`src/rtl/ssd_pkg.sv`:
```
// ssd_pkg: shared constants and hex-to-segment decode for the seven-segment
// scan driver.
//   SEG_OFF  - all segments (and dp) dark, active-low
//   AN_OFF   - all anodes off, active-low
//   HEX_SEG  - 16-entry table of active-low {g,f,e,d,c,b,a} patterns
//   hex2seg  - nibble -> 7-bit active-low segment pattern
package ssd_pkg;

   localparam logic [7:0] SEG_OFF = 8'hFF;
   localparam logic [3:0] AN_OFF  = 4'hF;

   // Packed so that entry n sits at HEX_SEG[n]; listed from F down to 0.
   localparam logic [15:0][6:0] HEX_SEG = {
      7'h0E, 7'h06, 7'h21, 7'h46,   // F E d C
      7'h03, 7'h08, 7'h10, 7'h00,   // b A 9 8
      7'h78, 7'h02, 7'h12, 7'h19,   // 7 6 5 4
      7'h30, 7'h24, 7'h79, 7'h40    // 3 2 1 0
   };

   function automatic logic [6:0] hex2seg(input logic [3:0] nibble);
      return HEX_SEG[nibble];
   endfunction

endpackage

```
`src/rtl/ssd_hex_decoder.sv`:
```
// ssd_hex_decoder: combinational hex digit to active-low segment decoder.
//   hex  in  4  hex digit
//   seg  out 7  active-low {g,f,e,d,c,b,a}
module ssd_hex_decoder
   import ssd_pkg::*;
(
   input  logic [3:0] hex,
   output logic [6:0] seg
);

   assign seg = hex2seg(hex);

endmodule

```
`src/rtl/ssd_scan_driver.sv`:
```
// ssd_scan_driver: time-multiplexed driver for a 4-digit common-anode
// seven-segment display. Each digit slot opens with an anti-ghosting blank
// interval. New display data is staged on upd and only moved into the shadow
// (displayed) registers at the frame boundary, so a frame never mixes old and
// new data.
//   clk         in   system clock
//   rst         in   synchronous active-high reset
//   upd         in   one-cycle load request
//   digits_in   in   four hex nibbles, [3:0] = digit 0 (rightmost)
//   blank_in    in   per-digit dark request
//   dp_in       in   per-digit decimal point request
//   upd_ack     out  pulse when requested data becomes visible
//   frame_done  out  pulse after the digit-3 slot ends
//   ssd_an      out  active-low anodes, bit i = digit i
//   ssd_seg     out  active-low segments {dp,g,f,e,d,c,b,a}
module ssd_scan_driver
   import ssd_pkg::*;
#(
   parameter int unsigned DIV   = 25000,
   parameter int unsigned BLANK = 1000,
   parameter int unsigned CNT_W = 16
) (
   input  logic        clk,
   input  logic        rst,
   input  logic        upd,
   input  logic [15:0] digits_in,
   input  logic [3:0]  blank_in,
   input  logic [3:0]  dp_in,
   output logic        upd_ack,
   output logic        frame_done,
   output logic [3:0]  ssd_an,
   output logic [7:0]  ssd_seg
);

   logic [CNT_W-1:0] cnt_q, cnt_d;
   logic [1:0]       idx_q, idx_d;
   logic             pending_q, pending_d;
   logic [15:0]      stg_digits_q, stg_digits_d;
   logic [3:0]       stg_blank_q, stg_blank_d;
   logic [3:0]       stg_dp_q, stg_dp_d;
   logic [15:0]      sh_digits_q, sh_digits_d;
   logic [3:0]       sh_blank_q, sh_blank_d;
   logic [3:0]       sh_dp_q, sh_dp_d;
   logic [3:0]       an_q, an_d;
   logic [7:0]       seg_q, seg_d;
   logic             ack_q, ack_d;
   logic             fd_q, fd_d;

   logic             last_slot;
   logic             boundary;
   logic             blank_phase;
   logic [3:0]       cur_hex;
   logic [6:0]       cur_seg;

   assign cur_hex = sh_digits_q[{idx_q, 2'b00} +: 4];

   ssd_hex_decoder u_dec (
      .hex (cur_hex),
      .seg (cur_seg)
   );

   always_comb begin
      last_slot   = (cnt_q == CNT_W'(DIV - 1));
      boundary    = last_slot && (idx_q == 2'd3);
      blank_phase = (cnt_q < CNT_W'(BLANK));

      cnt_d = last_slot ? '0 : cnt_q + CNT_W'(1);
      idx_d = last_slot ? idx_q + 2'd1 : idx_q;

      stg_digits_d = stg_digits_q;
      stg_blank_d  = stg_blank_q;
      stg_dp_d     = stg_dp_q;
      if (upd) begin
         stg_digits_d = digits_in;
         stg_blank_d  = blank_in;
         stg_dp_d     = dp_in;
      end

      // A request landing on the boundary itself bypasses staging so it is
      // not held back a whole frame.
      sh_digits_d = sh_digits_q;
      sh_blank_d  = sh_blank_q;
      sh_dp_d     = sh_dp_q;
      pending_d   = pending_q;
      if (boundary) begin
         pending_d = 1'b0;
         if (upd) begin
            sh_digits_d = digits_in;
            sh_blank_d  = blank_in;
            sh_dp_d     = dp_in;
         end else if (pending_q) begin
            sh_digits_d = stg_digits_q;
            sh_blank_d  = stg_blank_q;
            sh_dp_d     = stg_dp_q;
         end
      end else if (upd) begin
         pending_d = 1'b1;
      end

      ack_d = boundary && (upd || pending_q);
      fd_d  = boundary;

      an_d  = blank_phase ? AN_OFF : ~(4'b0001 << idx_q);
      seg_d = (blank_phase || sh_blank_q[idx_q]) ? SEG_OFF
                                                 : {~sh_dp_q[idx_q], cur_seg};
   end

   always_ff @(posedge clk) begin
      if (rst) begin
         cnt_q        <= '0;
         idx_q        <= 2'd0;
         pending_q    <= 1'b0;
         stg_digits_q <= 16'h0000;
         stg_blank_q  <= 4'h0;
         stg_dp_q     <= 4'h0;
         sh_digits_q  <= 16'h0000;
         sh_blank_q   <= 4'hF;
         sh_dp_q      <= 4'h0;
         an_q         <= AN_OFF;
         seg_q        <= SEG_OFF;
         ack_q        <= 1'b0;
         fd_q         <= 1'b0;
      end else begin
         cnt_q        <= cnt_d;
         idx_q        <= idx_d;
         pending_q    <= pending_d;
         stg_digits_q <= stg_digits_d;
         stg_blank_q  <= stg_blank_d;
         stg_dp_q     <= stg_dp_d;
         sh_digits_q  <= sh_digits_d;
         sh_blank_q   <= sh_blank_d;
         sh_dp_q      <= sh_dp_d;
         an_q         <= an_d;
         seg_q        <= seg_d;
         ack_q        <= ack_d;
         fd_q         <= fd_d;
      end
   end

   assign ssd_an     = an_q;
   assign ssd_seg    = seg_q;
   assign upd_ack    = ack_q;
   assign frame_done = fd_q;

endmodule

```
`config.mk`:
```
export PLATFORM = sky130hd
export DESIGN_NAME = ssd_scan_driver
export DESIGN_NICKNAME = d
export VERILOG_FILES = /design/src/rtl/ssd_pkg.sv /design/src/rtl/ssd_hex_decoder.sv /design/src/rtl/ssd_scan_driver.sv
export SDC_FILE = /design/constraint.sdc
export NUM_CORES = 1
export LEC_CHECK = 0
export BUFFER_PORTS_ARGS = -buffer_cell sky130_fd_sc_hd__buf_2
export CAP_MARGIN = 20
export CORE_MARGIN = 3
export CORE_UTILIZATION = 28
export DETAILED_ROUTE_END_ITERATION = 12
export SLEW_MARGIN = 20
export SYNTH_ARGS = -nofsm -noshare
export SYNTH_HDL_FRONTEND = slang
export SYNTH_SLANG_ARGS = --single-unit
```
`constraint.sdc`:
```
create_clock -name clk -period 1.89 [get_ports clk]
set_input_delay 0.189 -clock clk [delete_from_list [all_inputs] [get_ports clk]]
set_output_delay 0.189 -clock clk [all_outputs]
set_load 0.01 [all_outputs]
```
==> qor.yml <==
place_area_mm2: 0.00397
syn_area_mm2: 0.00347
cp-end-kind: "register"
grt.overflow.total: 0
place.port_buffers: 40
skew_ns: 0.00780
routed_via_density: 4.39
clk_latency_ns: 0.34
status: "completed"
final_util: 0.375
worstSetupPathType: "reg -> reg"
syn_avg_cell_area_um2: 9.68
hold_viol: 0
die_area_mm2: 0.0138
initial_core_util: 0.288
rows: 40
synthFlopType: "dfxtp_1"
power_frac_comb: 0.042
yosys_warnings: 0
synth_edf_count: 0
clockBufferDepth: 2
via_count: 2618
critPathLaunchType: "register"
htreeDepth: 3
drive_gt1_frac: 0.270
irDropWorstVdd_uv: 466
coreArea_mm2: 0.0121
antennaDiodeCount: 0
drv_cap: 0
syn_inst: 359
postRouteWirelength_mm: 7.59
crit_fanout: 12
synth.area.top_cells: "dfxtp_1, mux2i_1, nor2_1"
hold_class: "in -> reg"
fmax_mhz: 539
period_share: 0.982
root_buffer: "clkbuf_16"
wire_per_inst_um: 12.7
fillerInstances: 1190
worst_pin_slew_ns: 0.332
nets: 462
synth.top_cell.area_share: 0.467
antenna_found_initial: 0
p_leak_uw: 0.00180
drt_first_pass_iters: 4
p_per_area_mw_per_mm2: 842
synth_area_leader_cell: "dfxtp_1"
clkSinkCount: 81
drt_iter0_markers: 115
dp.cells: 569
arrival_ns: 2.09
seq_area_frac_synth: 0.467
instances_no_fill: 597
rsz0062_at_grt: "true"
routabilityCongestion: 0.852
swShare: 0.215
grt_max_degree: 49
ys_ff_latch: 81
synth_fp_nets: 397
layout_min_cycle_time_ns: 1.86
die_h_um: 117
setup_viol: 0
pin_count: 41
critical_path_required_ns: 2.12
grt.total_usage: 0.105
numCtsBuffers: 9
synthArstFlopShare: 0
p_sw_uw: 819
grt_pass1_vias: 2506
dp_hpwl_mm: 4.97
grt_pass1_wl_mm: 11.8
ant_nets: 0
finalMaxSlewViolations: 0
internal_power_uw: 2990
maxSlewHeadroom: 0.776
power.share.clock: 0.497
drc: 0
finalInstanceArea_mm2: 0.00452
power.share.sequential: 0.461
die_w_um: 117
area_growth_pct: 30.3
cts.clk_slew.worst_paths_ns: 0.06
ys_types: 42
cts_tree: "built"
hold_buffers: 0
tns_ns: 0
## registers in the layout (all words and copies together), names as in the netlist
signal and cells:
stg_dp_q 4, sh_dp_q 4, sh_blank_q 4, stg_blank_q 4, ssd_seg 8, cnt_q 16
sh_digits_q 16, stg_digits_q 16, frame_done 1, pending_q 1, upd_ack 1, idx_q 2
ssd_an 4
## layer usage
layer,up-vias,share of wire,GRT usage
met2,65,0.44,0.157
met5,-,0,0
met1,1195,0.48,0.136
met4,0,0.032,0.0469
li1,1338,-,-
met3,20,0.045,0.0391
## layout make-up
class / instances / area, um^2 / area share
inverter: 28 / 105 / 0.0232
timing repair buffer: 74 / 577 / 0.127
sequential: 81 / 1630 / 0.359
clock inverter: 7 / 103 / 0.0227
multi-input combinational: 230 / 1680 / 0.371
tap: 168 / 210 / 0.0465
clock buffer: 9 / 225 / 0.0498
## what timing repair did
| action | in CTS | in global routing |
|---|---|---|
| setup buffers | 0 | 7 |
| endpoints found under the setup margin | 0 | 28 |
| gates resized for setup | 0 | 28 |
## worst max-delay path, cell delays in order (launching register included)
cell and delay [ns]:
dfxtp_2 0.32, or4_4 0.55, nor4_2 0.16, nand4b_1 0.14, buf_6 0.16, buf_6 0.12
clkbuf_16 0.16, nand3b_1 0.08, o21ai_1 0.06
## power groups by stage
stage / sequential (uW) / combinational [uW] / clock (uW)
finish: 1760 / 161 / 1890
global route: 1760 / 184 / 2000
CTS: 1760 / 162 / 1940
detailed placement: 1790 / 162 / 0
global placement: 1790 / 159 / 0
floorplan: 1790 / 110 / 0
## cell usage after synthesis (4+ instances only)
cell type,instances
a21oi_1,8
nand2_1,17
mux4_2,4
xor2_1,8
xnor2_1,9
clkbuf_1,10
nor2_1,52
and3_1,4
nand3_1,5
nor3b_1,5
ha_1,11
mux2i_1,31
dfxtp_1,81
o21ai_1,11
nor3_1,4
o21ai_0,12
buf_2,6
inv_1,28
nand3b_1,20
## stage by stage
step	hold slack [ns]	setup slack (ns)	power [uW]
4_1_cts	0.108	0.00445	3860
6_report	0.113	0.0334	3810
5_1_grt	0.122	-0.0237	3940
3_3_place_gp	0.430	0.0463	1950
2_1_floorplan	0.328	0.00899	1900
3_5_place_dp	0.453	0.0187	1960
## placed cells by master (no fill, tap or decap), drive strengths merged, types with 3 or more instances in the layout
master,netlist,routed
nor4,5,5
xor2,8,8
buf,10,71
nand2,17,17
a21oi,8,8
nand3,5,5
mux2i,31,31
nor3,4,4
o21ai,23,23
mux4,4,4
clkbuf,10,12
a211oi,3,3
o221ai,3,3
xnor2,9,9
inv,28,30
nand3b,20,20
ha,11,11
nor2,52,52
and3,4,4
nor3b,5,5
dfxtp,81,81
## path summary, 6_finish.rpt
check                                       to  slack, ns        start  cells past startpoint
worst max-delay path            sh_digits_q[3]       0.03    cnt_q[15]                      8
worst min-delay path            stg_blank_q[2]       0.11  blank_in[2]                      3
worst max register to register  sh_digits_q[3]       0.03    cnt_q[15]                      8
worst min register to register        cnt_q[0]       0.46     cnt_q[0]                      1
## logic make-up after synthesis
| kind of cell | synth area share |
|---|---|
| and+or+nand+nor | 0.194 |
| DFF | 0.467 |
| AOI/OAI and AO/OA | 0.0706 |
| adders and majority gates | 0.0396 |
| xor gates and xnor gates | 0.0429 |
| buffers and inverters | 0.0641 |
| muxes | 0.122 |
Note: power is estimated with default switching activity, not from simulation.
